`config.mk`:
```
export PLATFORM = sky130hd
export DESIGN_NAME = fetch_stage
export DESIGN_NICKNAME = d
export VERILOG_FILES = /design/src/rtl/fetch_pkg.sv /design/src/rtl/if_id_reg.sv /design/src/rtl/fetch_stage.sv
export SDC_FILE = /design/constraint.sdc
export NUM_CORES = 1
export LEC_CHECK = 0
export CORE_MARGIN = 3
export CORE_UTILIZATION = 50
export DETAILED_ROUTE_END_ITERATION = 12
export PLACE_DENSITY_LB_ADDON = 0.05
export SKIP_CTS_REPAIR_TIMING = 1
export SKIP_LAST_GASP = 1
export SLEW_MARGIN = 30
export SYNTH_ARGS = -nofsm -noshare
export SYNTH_HDL_FRONTEND = slang
export SYNTH_HIERARCHICAL = 1
export SYNTH_SLANG_ARGS = --single-unit
export TNS_END_PERCENT = 10
```
`constraint.sdc`:
```
create_clock -name i_clk -period 2.1 [get_ports i_clk]
set_input_delay 0.525 -clock i_clk [delete_from_list [all_inputs] [get_ports i_clk]]
set_output_delay 0.525 -clock i_clk [all_outputs]
set_load 0.02 [all_outputs]
```
`src/rtl/fetch_pkg.sv`:
```
// +--------------------------------------------------------------------------+
// | fetch_pkg: shared types and constants for the instruction-fetch stage.    |
// | Rev 1.0 - initial release                                                |
// +--------------------------------------------------------------------------+
`default_nettype none

package fetch_pkg;

  typedef enum logic [0:0] {
    FETCH = 1'b0,
    HOLD  = 1'b1
  } fetch_state_e;

  localparam logic [31:0] NOP_INSTR = 32'h0000_0013;

  typedef struct packed {
    logic [31:0] pc;
    logic [31:0] instr;
    logic        valid;
  } if_id_t;

  function automatic if_id_t make_bubble(input logic [31:0] pc);
    if_id_t b;
    b.pc    = pc;
    b.instr = NOP_INSTR;
    b.valid = 1'b0;
    return b;
  endfunction

endpackage

`default_nettype wire

```
`src/rtl/if_id_reg.sv`:
```
// +--------------------------------------------------------------------------+
// | if_id_reg: IF/ID pipeline register, async reset, sync flush and enable.   |
// | Rev 1.0 - initial release                                                |
// +--------------------------------------------------------------------------+
`default_nettype none

module if_id_reg
  import fetch_pkg::*;
(
  input  logic   i_clk,
  input  logic   i_rst_n,
  input  logic   i_flush_n,
  input  logic   i_en,
  input  if_id_t i_d,
  output if_id_t o_q
);

  if_id_t ifid_q;
  if_id_t ifid_d;

  // Flush outranks the enable so a stalled stage can still be squashed.
  always_comb begin
    ifid_d = ifid_q;
    if (!i_flush_n) begin
      ifid_d = make_bubble(32'h0);
    end else if (i_en) begin
      ifid_d = i_d;
    end
  end

  always_ff @(posedge i_clk or negedge i_rst_n) begin
    if (!i_rst_n) begin
      ifid_q <= make_bubble(32'h0);
    end else begin
      ifid_q <= ifid_d;
    end
  end

  assign o_q = ifid_q;

endmodule

`default_nettype wire

```
`src/rtl/fetch_stage.sv`:
```
// +--------------------------------------------------------------------------+
// | fetch_stage: PC ownership, req/ack instruction fetch and IF/ID register.  |
// | Optional FETCH_PERF_EN macro enables stall and bubble counters.           |
// | Rev 1.0 - initial release                                                |
// +--------------------------------------------------------------------------+
`default_nettype none

module fetch_stage
  import fetch_pkg::*;
#(
  parameter logic [31:0] RESET_PC = 32'h0000_0000
) (
  input  logic        i_clk,
  input  logic        i_reset,
  input  logic        i_enable_pc,
  input  logic        i_enable_if,
  input  logic        i_reset_if,
  input  logic        pc_sel_ex,
  input  logic [31:0] i_alu_data,
  output logic        o_imem_req,
  output logic [31:0] o_imem_addr,
  input  logic        i_imem_ack,
  input  logic [31:0] i_imem_rdata,
  output logic [31:0] pc_id,
  output logic [31:0] instr_id,
  output logic        valid_id,
  output logic [31:0] o_stall_cnt,
  output logic [31:0] o_bubble_cnt
);

  fetch_state_e state_q, state_d;
  logic [31:0]  pc_q, pc_d;
  logic [31:0]  tgt_q, tgt_d;
  logic [31:0]  buf_q, buf_d;
  logic         kill_q, kill_d;
  logic         req_q, req_d;
  if_id_t       ifid_d;
  if_id_t       ifid_out;
  logic         adv;

  assign adv = i_enable_pc & i_enable_if;

  // ifid_d defaults to a bubble; it only becomes valid when a word is delivered.
  always_comb begin
    state_d = state_q;
    pc_d    = pc_q;
    tgt_d   = tgt_q;
    buf_d   = buf_q;
    kill_d  = kill_q;
    ifid_d  = make_bubble(pc_q);
    case (state_q)
      FETCH: begin
        if (i_imem_ack) begin
          if (kill_q || pc_sel_ex) begin
            pc_d   = pc_sel_ex ? i_alu_data : tgt_q;
            kill_d = 1'b0;
          end else if (adv) begin
            ifid_d.instr = i_imem_rdata;
            ifid_d.valid = 1'b1;
            pc_d         = pc_q + 32'd4;
          end else begin
            buf_d   = i_imem_rdata;
            state_d = HOLD;
          end
        end else if (pc_sel_ex) begin
          tgt_d  = i_alu_data;
          kill_d = 1'b1;
        end
      end
      HOLD: begin
        if (pc_sel_ex) begin
          pc_d    = i_alu_data;
          state_d = FETCH;
        end else if (adv) begin
          ifid_d.instr = buf_q;
          ifid_d.valid = 1'b1;
          pc_d         = pc_q + 32'd4;
          state_d      = FETCH;
        end
      end
      default: state_d = FETCH;
    endcase
    req_d = (state_d == FETCH);
  end

  always_ff @(posedge i_clk or negedge i_reset) begin
    if (!i_reset) begin
      state_q <= FETCH;
      pc_q    <= RESET_PC;
      tgt_q   <= 32'h0;
      buf_q   <= 32'h0;
      kill_q  <= 1'b0;
      req_q   <= 1'b1;
    end else begin
      state_q <= state_d;
      pc_q    <= pc_d;
      tgt_q   <= tgt_d;
      buf_q   <= buf_d;
      kill_q  <= kill_d;
      req_q   <= req_d;
    end
  end

  if_id_reg u_if_id_reg (
    .i_clk     (i_clk),
    .i_rst_n   (i_reset),
    .i_flush_n (i_reset_if),
    .i_en      (i_enable_if),
    .i_d       (ifid_d),
    .o_q       (ifid_out)
  );

  assign o_imem_req  = req_q;
  assign o_imem_addr = pc_q;
  assign pc_id       = ifid_out.pc;
  assign instr_id    = ifid_out.instr;
  assign valid_id    = ifid_out.valid;

`ifdef FETCH_PERF_EN
  logic [31:0] stall_cnt_q, stall_cnt_d;
  logic [31:0] bubble_cnt_q, bubble_cnt_d;
  logic        bubble_load;

  assign bubble_load = !i_reset_if || (i_enable_if && !ifid_d.valid);

  always_comb begin
    stall_cnt_d  = stall_cnt_q;
    bubble_cnt_d = bubble_cnt_q;
    if (!adv && (stall_cnt_q != 32'hFFFF_FFFF)) begin
      stall_cnt_d = stall_cnt_q + 32'd1;
    end
    if (bubble_load && (bubble_cnt_q != 32'hFFFF_FFFF)) begin
      bubble_cnt_d = bubble_cnt_q + 32'd1;
    end
  end

  always_ff @(posedge i_clk or negedge i_reset) begin
    if (!i_reset) begin
      stall_cnt_q  <= 32'h0;
      bubble_cnt_q <= 32'h0;
    end else begin
      stall_cnt_q  <= stall_cnt_d;
      bubble_cnt_q <= bubble_cnt_d;
    end
  end

  assign o_stall_cnt  = stall_cnt_q;
  assign o_bubble_cnt = bubble_cnt_q;
`else
  assign o_stall_cnt  = 32'h0;
  assign o_bubble_cnt = 32'h0;
`endif

endmodule

`default_nettype wire

```
==> summary.md <==
| Metric | Value |
|---|---|
| Critical Path RT | 1.57 ns |
| Final min period | 2.155 ns |
| NetSw | 3.052 mW |
| Place WS | -0.3583 ns |
| Starting Density | 51.19% |
| Post-route setup slack | -0.05521 ns |
| Cells along the critical path | clkdlybuf4s50_1 |
| Seq cells post-synth | 164 |
| Antenna viol nets, final | 0 |
| Via density | 5.505 |
| Initial antenna violation count | 1 |
| CTS tree | yes |
| Final hold vios | 0 |
| Critical path arrival | 1.63 ns |
| Clock root buffer | clkbuf_16 |
| Placement row count | 48 |
| Clock skew | 0.009640 ns |
| Core area | 17,360 um2 |
| Drt wl/cell | 18.57 um |
| Max Root-Sink Buffers | 2 |
| Die Ht | 139.3 um |
| Max cap viols | 0 |
| DR vias | 6,716 |
| Register share of total power | 43.1% |
| Pwr Total | 9.480 mW |
| Crit path max-delay family | buffers and inverters |
| Max-slew violation count | 0 |
| Mean Syn Cell Area | 11.02 um2 |
| Ys flop type | dfrtp_1 |
| DP Wirelength | 16,260 um |
| Worst slew margin | 44.79% |
| Cell variety after synth | 67 |
| Logic gate share of total power | 25.3% |
| Final Wtd Congestion | 0.8736 |
| Internal power | 6.428 mW |
| Failing checks | negative setup slack |
| Startpoint types | flop |
| # setup viols final | 6 |
| IR drop worst, VDD | 0.0006380 V |
| First-pass GRT wire length | 36,640 um |
| Status | finished with violations |
| Port-buffer cells | 168 |
| Largest stage delay, worst path | 0.67 ns |
| Gr ovfl total | 0 |
| Buffers and inverters on the worst path | 1 |
| Clock slew at reported path FFs | 0.07 ns |
| Nets | 1,054 |
| DR iter-0 viols | 641 |
| Die area | 19,400 um2 |
| Crit. End Element | output port |
| Overall Global Routing Usage | 23.39% |
| Unrepaired setup endpoints after global routing | true |
| Ratio of cells with drive above 1 in the final layout | 19.90% |
| Worst slew pin tran | 0.8281 ns |
| PwrDens | 839.2 nW/um2 |
| CP max-delay cell | clkdlybuf4s50_1 |
| Share of total power in the clock network | 31.6% |
| Skew-Pair Late Insertion Delay | 0.43 ns |
| ANT cells | 0 |
| CP Max Fanout | 7 |
| Min-Delay Path Class | in2async |
| Mapped Area | 8885 um2 |
| CTS sink count | 164 |
| DRC Markers | 0 |
| Drt first pass iters | 5 |
| Post-synth EDFFs | 0 |
| CTS buffer count | 17 |
| Largest net degree at the start of global routing | 57 |
| Die width | 139.3 um |
| Mapped Cells | 806 |
| Synth-to-Final Area Change | 27.14% |
| Asr flop ratio synth | 100.0% |
| H-tree depth | 4 |
| Fmax | 0.4640 GHz |
| Io pins | 233 |
| CP Class | reg2out |
| Seq/Total Area, Yosys | 46.25% |
| Drt total wl | 22,660 um |
| Switching fraction of total power | 32.19% |
| Leakage | 4.943 nW |
| Vias in the first global route | 6,731 |
| Final period util | 102.6% |
| Yosys Warn Count | 6 |
-- cell usage after synthesis (3+ instances only) --
library cell	count	area (um2)
inv_1	10	37.54
clkbuf_1	20	75.07
o31ai_1	4	30.03
nand3_1	19	95.09
nor2b_1	64	400.4
dfrtp_1	160	4004
a22oi_1	4	30.03
nand4_1	9	56.30
buf_12	5	100.1
nor2_1	24	90.09
a22o_1	35	306.5
a21oi_1	30	150.1
a221o_1	5	50.05
mux2_2	63	709.4
buf_2	14	70.07
buf_4	100	750.7
a211oi_1	3	22.52
o21ai_0	26	130.1
o211ai_1	3	22.52
nand2_1	32	120.1
o21a_1	3	22.52
nor3_1	9	45.04
o22a_1	3	26.28
nor3_4	3	48.80
clkbuf_8	3	41.29
o22ai_1	3	18.77
and3_1	7	43.79
a31oi_1	7	43.79
a2bb2oi_1	5	43.79
a311oi_1	4	35.03
mux2i_1	66	660.6
nor4_1	4	25.02
dfstp_2	4	105.1
a221oi_1	9	78.83
nand2b_1	4	25.02
-- state kept, by name, summed over array words and instances (netlist names) --
register	count
o_imem_req	1
u_if_id_reg/o_q	65
o_imem_addr	32
state_q	1
tgt_q	32
buf_q	32
kill_q	1
-- worst register-to-register path, cell delays in order (launching register included) --
cell	delay, ns
dfrtp_1	0.68
nand2b_1	0.28
nand2_1	0.13
buf_12	0.17
nor3_1	0.34
a31oi_1	0.13
o22ai_1	0.17
-- routing by layer --
| layer | wire [um] | global-route usage [%] | vias to the layer above |
|---|---|---|---|
| met2 | 10590 | 36.13 | 296 |
| li1 | - | - | 3077 |
| met4 | 347 | 6.437 | 0 |
| met5 | 0 | 0 | - |
| met1 | 10200 | 33.39 | 3312 |
| met3 | 1524 | 5.361 | 31 |
-- power groups by stage --
stage               Sequential, mW  Combinational, mW  Clock, mW
floorplan                     4.10               1.56          0
global placement              4.10               2.35          0
detailed placement            4.13               2.40          0
CTS                           4.08               2.41       3.05
global route                  4.15               2.59       3.19
finish                        4.08               2.40       3.00
-- cells by family after synthesis --
| family | Yosys count | synth area share [%] |
|---|---|---|
| other cells | 1 | 0.04221 |
| fa+ha+maj | 1 | 0.1408 |
| xor+xnor | 3 | 0.2958 |
| buf+inv | 159 | 12.55 |
| mux | 130 | 15.55 |
| compound gates | 154 | 12.52 |
| simple gates | 194 | 12.66 |
| flops | 164 | 46.25 |
-- final cells by class --
class / instances / area (um2)
clock buffer: 17 / 425.4
tap: 225 / 281.5
inverter: 11 / 41.29
multi-input combinational: 546 / 3916
clock inverter: 15 / 137.6
timing repair buffer: 242 / 2384
fill: 1421 / 6061
sequential: 164 / 4110
-- through the flow --
stage | hold WS, ns | setup TNS, ns | instance area [um2] | std cells | utilization [%]
2_1_floorplan | 0.2294 | 0 | 9121 | 869 | -
5_1_grt | 0.03049 | -0.7601 | 11300 | 1220 | 65.08
3_3_place_gp | 0.4761 | -12.86 | 10720 | 1187 | 61.74
4_1_cts | 0.02319 | -0.3146 | 11280 | 1219 | 64.98
3_5_place_dp | 0.4773 | -17.52 | 10720 | 1187 | 61.74
6_report | 0.01809 | -0.1216 | 11300 | 1220 | 65.08
-- worst paths after layout --
check	slack (ns)	start	to	cells after the start
hold reg to reg	0.51	tgt_q[27]	tgt_q[27]	1
setup reg to reg	0.12	state_q	o_imem_addr[23]	6
max in group asynchronous	1.38	i_reset	u_if_id_reg/o_q[1]	2
setup / recovery	-0.06	o_imem_addr[14]	o_imem_addr[14]	1
min in group i_clk	0.49	i_reset_if	u_if_id_reg/o_q[58]	2
hold / removal	0.02	i_reset	u_if_id_reg/o_q[49]	1
-- cells in the final DEF (no fill, tap or decap), types with 7 or more instances in the layout --
| cell type | count |
|---|---|
| clkdlybuf4s50_1 | 164 |
| a21oi_1 | 30 |
| nor3_1 | 8 |
| and3_1 | 7 |
| a31oi_1 | 7 |
| o21ai_0 | 26 |
| mux2i_1 | 66 |
| a221oi_1 | 9 |
| dfrtp_1 | 159 |
| inv_1 | 10 |
| buf_12 | 12 |
| mux2_2 | 63 |
| nor2_1 | 23 |
| nand3_1 | 18 |
| clkbuf_16 | 17 |
| nor2b_1 | 64 |
| buf_4 | 63 |
| conb_1 | 64 |
| a22o_1 | 35 |
| nand2_1 | 32 |
| nand4_1 | 9 |
No activity file was read; power rests on OpenSTA's default activity.
